==> config.mk <==
export PLATFORM = sky130hd
export DESIGN_NAME = traffic_phase_sched
export DESIGN_NICKNAME = d
export VERILOG_FILES = /design/src/rtl/traffic_phase_sched.sv
export SDC_FILE = /design/constraint.sdc
export NUM_CORES = 1
export LEC_CHECK = 0
export ABC_AREA = 1
export CAP_MARGIN = 20
export CORE_MARGIN = 8
export CORE_UTILIZATION = 30
export CTS_CLUSTER_DIAMETER = 150
export CTS_CLUSTER_SIZE = 14
export DETAILED_ROUTE_END_ITERATION = 16
export MAX_ROUTING_LAYER = met4
export PLACE_DENSITY_LB_ADDON = 0.25
export SYNTH_ARGS = -nofsm -noshare
export SYNTH_HDL_FRONTEND = slang
export SYNTH_SLANG_ARGS = --single-unit
==> constraint.sdc <==
create_clock -name CLK -period 1.7 [get_ports CLK]
set_input_delay 0.17 -clock CLK [delete_from_list [all_inputs] [get_ports CLK]]
set_output_delay 0.17 -clock CLK [all_outputs]
set_load 0.005 [all_outputs]
==> src/rtl/traffic_phase_sched.sv <==
// Demand-driven main/country phase scheduler, all timing in TICK units.
// Optional EMERGENCY_PREEMPT_EN adds EMERG_REQ preemption toward main.
module traffic_phase_sched #(
  parameter int MIN_GREEN    = 4,
  parameter int MAX_GREEN    = 12,
  parameter int YELLOW_TICKS = 2,
  parameter int ALLRED_TICKS = 1
) (
  input  logic       CLK,
  input  logic       RSTN,
  input  logic       TICK,
  input  logic [2:0] MAIN_TRAFFIC,
  input  logic [2:0] COUNTRY_TRAFFIC,
`ifdef EMERGENCY_PREEMPT_EN
  input  logic       EMERG_REQ,
`endif
  output logic [1:0] MAINLIGHT,
  output logic [1:0] COUNTRYLIGHT,
  output logic [2:0] PHASE
);

  localparam int TW = $clog2(MAX_GREEN + 1);

  localparam logic [TW:0]   ONE_E = (TW+1)'(1);
  localparam logic [TW:0]   MIN_E = (TW+1)'(MIN_GREEN);
  localparam logic [TW:0]   MAX_E = (TW+1)'(MAX_GREEN);
  localparam logic [TW:0]   YEL_E = (TW+1)'(YELLOW_TICKS);
  localparam logic [TW:0]   AR_E  = (TW+1)'(ALLRED_TICKS);
  localparam logic [TW-1:0] MAX_T = TW'(MAX_GREEN);

  localparam logic [1:0] L_RED = 2'b00;
  localparam logic [1:0] L_YEL = 2'b01;
  localparam logic [1:0] L_GRN = 2'b10;

  typedef enum logic [2:0] {
    M_GRN  = 3'd0,
    M_YEL  = 3'd1,
    AR_M2C = 3'd2,
    C_GRN  = 3'd3,
    C_YEL  = 3'd4,
    AR_C2M = 3'd5
  } state_t;

  state_t          state_q;
  state_t          state_d;
  logic [TW-1:0]   timer_q;
  logic [TW-1:0]   timer_d;
  logic [TW:0]     e;
  logic [2:0]      m_q;
  logic [2:0]      c_q;
  logic            emerg_q;
  logic [1:0]      main_d;
  logic [1:0]      country_d;

  logic c_dem;
  logic c_wins;
  logic m_wins;
  logic min_ok;
  logic max_hit;

`ifdef EMERGENCY_PREEMPT_EN
  always_ff @(posedge CLK or negedge RSTN) begin
    if (!RSTN) begin
      emerg_q <= 1'b0;
    end else begin
      emerg_q <= EMERG_REQ;
    end
  end
`else
  assign emerg_q = 1'b0;
`endif

  assign e       = {1'b0, timer_q} + ONE_E;
  assign c_dem   = (c_q != 3'd0);
  assign c_wins  = (c_q > m_q);
  assign m_wins  = (m_q >= c_q) && (m_q != 3'd0);
  assign min_ok  = (e >= MIN_E);
  assign max_hit = (e >= MAX_E);

  always_comb begin
    state_d = state_q;
    timer_d = timer_q;
    if (TICK) begin
      timer_d = (e > MAX_E) ? MAX_T : e[TW-1:0];
      unique case (state_q)
        M_GRN: begin
          if (!emerg_q && c_dem &&
              ((min_ok && c_wins) || max_hit))
            state_d = M_YEL;
        end
        M_YEL: begin
          if (e == YEL_E) state_d = AR_M2C;
        end
        AR_M2C: begin
          if (emerg_q)          state_d = AR_C2M;
          else if (e == AR_E)   state_d = C_GRN;
        end
        C_GRN: begin
          if (emerg_q ||
              (min_ok && (!c_dem || m_wins || max_hit)))
            state_d = C_YEL;
        end
        C_YEL: begin
          if (e == YEL_E) state_d = AR_C2M;
        end
        AR_C2M: begin
          if (e == AR_E) state_d = M_GRN;
        end
        default: state_d = AR_C2M;
      endcase
      if (state_d != state_q) timer_d = '0;
    end
  end

  // lights are decoded from the next state so they switch with it
  always_comb begin
    main_d    = L_RED;
    country_d = L_RED;
    unique case (1'b1)
      (state_d == M_GRN): main_d    = L_GRN;
      (state_d == M_YEL): main_d    = L_YEL;
      (state_d == C_GRN): country_d = L_GRN;
      (state_d == C_YEL): country_d = L_YEL;
      default: ;
    endcase
  end

  always_ff @(posedge CLK or negedge RSTN) begin
    if (!RSTN) begin
      state_q      <= AR_C2M;
      timer_q      <= '0;
      m_q          <= 3'd0;
      c_q          <= 3'd0;
      MAINLIGHT    <= L_RED;
      COUNTRYLIGHT <= L_RED;
      PHASE        <= 3'd5;
    end else begin
      state_q      <= state_d;
      timer_q      <= timer_d;
      m_q          <= MAIN_TRAFFIC;
      c_q          <= COUNTRY_TRAFFIC;
      MAINLIGHT    <= main_d;
      COUNTRYLIGHT <= country_d;
      PHASE        <= state_d;
    end
  end

endmodule

==> flow_metrics.env, run 1 <==
export IMPL_synth_compound_area_share_pct=3.96
export IMPL_clk_pin_slew_ns=0.08
export IMPL_final_common_cell="nand2_1"
export IMPL_regArea_um2=430
export IMPL_layout_min_cycle_time_ns=1.81
export IMPL_num_fill_cells=369
export IMPL_fmax_mhz=554
export IMPL_fin_crit_sh_pct=106
export IMPL_synth_fa_ha_area_share_pct=6.61
export IMPL_cpPeakStageDelay_ns=0.57
export IMPL_p_per_area_nw_per_um2=1320
export IMPL_viasPerCell=4.58
export IMPL_n_antenna_cell=0
export IMPL_fin_area_um2=1630
export IMPL_synth_xor_area_share_pct=0
export IMPL_tightest_slew_ns=0.326
export IMPL_cp_end_kind="register"
export IMPL_status="complete, but fails checks"
export IMPL_finalPower_uw=2150
export IMPL_synthSimpleGateAreaFrac_pct=42.2
export IMPL_antenna_found_initial=0
export IMPL_clk_path_buf_depth=2
export IMPL_io_buffers=15
export IMPL_drv_cap=0
export IMPL_insertion_delay_ns=0.26
export IMPL_place_gp_congestion=0.877
export IMPL_ir_drop_mv=0.676
export IMPL_yosys_top_cells_area="dfrtp_1, nand2_1, inv_1"
export IMPL_die_w_um=77.5
export IMPL_clock_root_buffer="clkbuf_8"
export IMPL_worstSetupPathType="reg2reg"
export IMPL_rsz0062_at_grt="yes"
export IMPL_synth_seq_area_share_pct=37.7
export IMPL_wl_mm=2.75
export IMPL_critPathRequiredTime_ns=1.90
export IMPL_synthMuxAreaShare_pct=0
export IMPL_first_pass_iters=4
export IMPL_power_leakage_uw=0.000835
export IMPL_num_vias=1057
export IMPL_postCtsHoldBufs=0
export IMPL_violations="negative setup slack"
export IMPL_yosys_area_top_type="dfrtp_1"
export IMPL_syn2layout_area_growth_pct=43.2
export IMPL_hpwl_mm=1.98
export IMPL_synth_top_area_share_pct=33.0
export IMPL_numCtsBuffers=3
export IMPL_grtUsageMet3_pct=2.30
export IMPL_rrSetupSlack_ns=-0.11
export IMPL_finalMaxSlewViolations=0
export IMPL_overflow=0
export IMPL_die_area_um2=6010
export IMPL_synth_edff_count=0
export IMPL_critPathLaunchType="register"
export IMPL_cp_data_arrival_time_ns=2.01
export IMPL_syn_area_um2=1140
export IMPL_htreeDepth=1
export IMPL_rows=22
export IMPL_initial_core_util_pct=31.0
export IMPL_drive_gt1_share_pct=37.2
export IMPL_syn_inst=154
export IMPL_placed_area_um2=1420
export IMPL_drc_errors=0
export IMPL_setup_ws_ns=-0.106
export IMPL_crit_buf_inv=3
export IMPL_track_usage_pct=9.09
export IMPL_globalRouteMet1Util_pct=10.1
export IMPL_ys_ff_latch=17
export IMPL_wl_per_cell_um=11.9
export IMPL_ios=16
export IMPL_grtUsageMet2_pct=15.3
export IMPL_synth_async_reset_ratio_pct=100
export IMPL_grt_max_degree=18
export IMPL_grt_pass1_wl_mm=4.47
export IMPL_drtIter0Drc=24
export IMPL_hold_violations=0
export IMPL_multiInputGateArea_um2=746
export IMPL_syn_avg_cell_area_um2=7.38
export IMPL_setup_viol=9
export IMPL_synth_fp_nets=169
export IMPL_synth_top_family_by_area="simple AND/OR/NAND/NOR gates"
export IMPL_hp_class="in2async"
export IMPL_maxSlewHeadroom_pct=78.2
export IMPL_top_usage_layer="met2"
export IMPL_critPathTopFamily="simple AND/OR/NAND/NOR gates"
export IMPL_cts_sinks=17
export IMPL_fin_skew_ns=0.00229
export IMPL_critical_path_max_fanout=6
export IMPL_coreArea_um2=3660
export IMPL_ant_nets=0
export IMPL_fin_nets=199
export IMPL_grt_pass1_vias=1072
export IMPL_cpMaxStageDelayCell="dfstp_2"
export IMPL_yosys_warnings=0
export IMPL_die_y_um=77.5
export IMPL_cts_tree="yes"
export IMPL_path_cells="inv_1, nor2_2, inv_1, nor2_2, nand4_1, nand3_2, o21ai_4, buf_4, nor2_1"
export IMPL_ys_types=24
export IMPL_synth_ff_type="dfrtp_1"
export IMPL_final_cell_mix="nand2_1, inv_1, clkdlybuf4s50_1"
-- sequential cells by signal (all words and copies together) (netlist names) --
register	cells
timer_q	4
m_q	3
state_q	3
c_q	3
COUNTRYLIGHT	2
MAINLIGHT	2
-- worst register-to-register path: stages (launching register included) --
cell     delay (ns)
dfstp_2        0.57
inv_1          0.14
nor2_2         0.15
inv_1          0.09
nor2_2         0.12
nand4_1        0.20
nand3_2        0.16
o21ai_4        0.09
buf_4          0.14
nor2_1         0.08
-- power by group --
group / internal (µW) / switching [µW]
Combinational: 528 / 679
Sequential: 519 / 97.8
Clock: 166 / 165
-- per-stage QoR --
step	TNS [ns]	worst slack (ns)	utilization, %	instances	hold WS (ns)
detailed placement	-0.804	-0.127	38.8	224	0.514
finish	-0.479	-0.106	44.4	231	0.221
floorplan	0	0.0275	-	154	-0.126
global placement	-0.318	-0.0723	38.8	224	0.509
global route	-1.54	-0.185	44.4	231	0.252
CTS	-0.246	-0.0423	41.5	229	0.225
-- cell type report --
| cell class | instances | share of cell area [%] |
|---|---|---|
| multi-input combinational | 108 | 45.8 |
| sequential | 17 | 26.5 |
| timing repair buffer | 26 | 14.5 |
| inverter | 28 | 6.46 |
| tap | 48 | 3.69 |
| clock buffer | 3 | 2.54 |
| clock inverter | 1 | 0.462 |
-- cell families after synthesis --
logic type,after synthesis
AO/OA/AOI/OAI,7
adder cells (fa/ha/maj),6
buffers and inverters,29
flip-flops,17
AND/OR/NAND/NOR,95
-- cell usage after synthesis, types with 2 or more instances --
master / instances
a21oi_1: 2
nor2_2: 3
nand4_1: 4
dfstp_2: 2
nand2_4: 2
nand2_2: 6
nor3_1: 2
nand2_1: 42
nand3_2: 4
dfrtp_1: 15
nand3_1: 17
nor2_1: 12
o21ai_1: 2
inv_1: 24
ha_1: 6
inv_2: 3
-- path summary, 6_finish.rpt --
path | to | start | cells past startpoint
setup / recovery | COUNTRYLIGHT[1]$_DFF_PN0_ | state_q[0]$_DFF_PN1_ | 9
setup reg to reg | COUNTRYLIGHT[1]$_DFF_PN0_ | state_q[0]$_DFF_PN1_ | 9
hold / removal | COUNTRYLIGHT[0]$_DFF_PN0_ | RSTN | 2
hold reg to reg | timer_q[3]$_DFFE_PN0P_ | timer_q[3]$_DFFE_PN0P_ | 2
max in group asynchronous | state_q[0]$_DFF_PN1_ | RSTN | 2
min in group CLK | m_q[1]$_DFF_PN0_ | MAIN_TRAFFIC[1] | 1
-- per-layer routing --
layer / wire length [µm] / part of all wire (%)
met1: 1230 / 45
met2: 1370 / 50
met3: 101 / 3.7
met4: 44 / 1.6
met5: 0 / 0
-- repair_timing --
| action | CTS | global route |
|---|---|---|
| setup endpoints to repair | 9 | 10 |
| pin swaps | 10 | 3 |
| buffers inserted | 1 | 2 |
| resized for setup | 10 | 23 |
Power figures use the tool's default switching activity.
==> run 2: changes to the inputs <==
--- a/config.mk
+++ b/config.mk
@@ -12,6 +12,8 @@
 export CTS_CLUSTER_DIAMETER = 150
 export CTS_CLUSTER_SIZE = 14
 export DETAILED_ROUTE_END_ITERATION = 16
+export GPL_ROUTABILITY_DRIVEN = 0
+export HOLD_SLACK_MARGIN = 0.06
 export MAX_ROUTING_LAYER = met4
 export PLACE_DENSITY_LB_ADDON = 0.25
 export SYNTH_ARGS = -nofsm -noshare
==> results of run 2 <==
The final DEF is identical to that of run 1; final timing and power are the same.
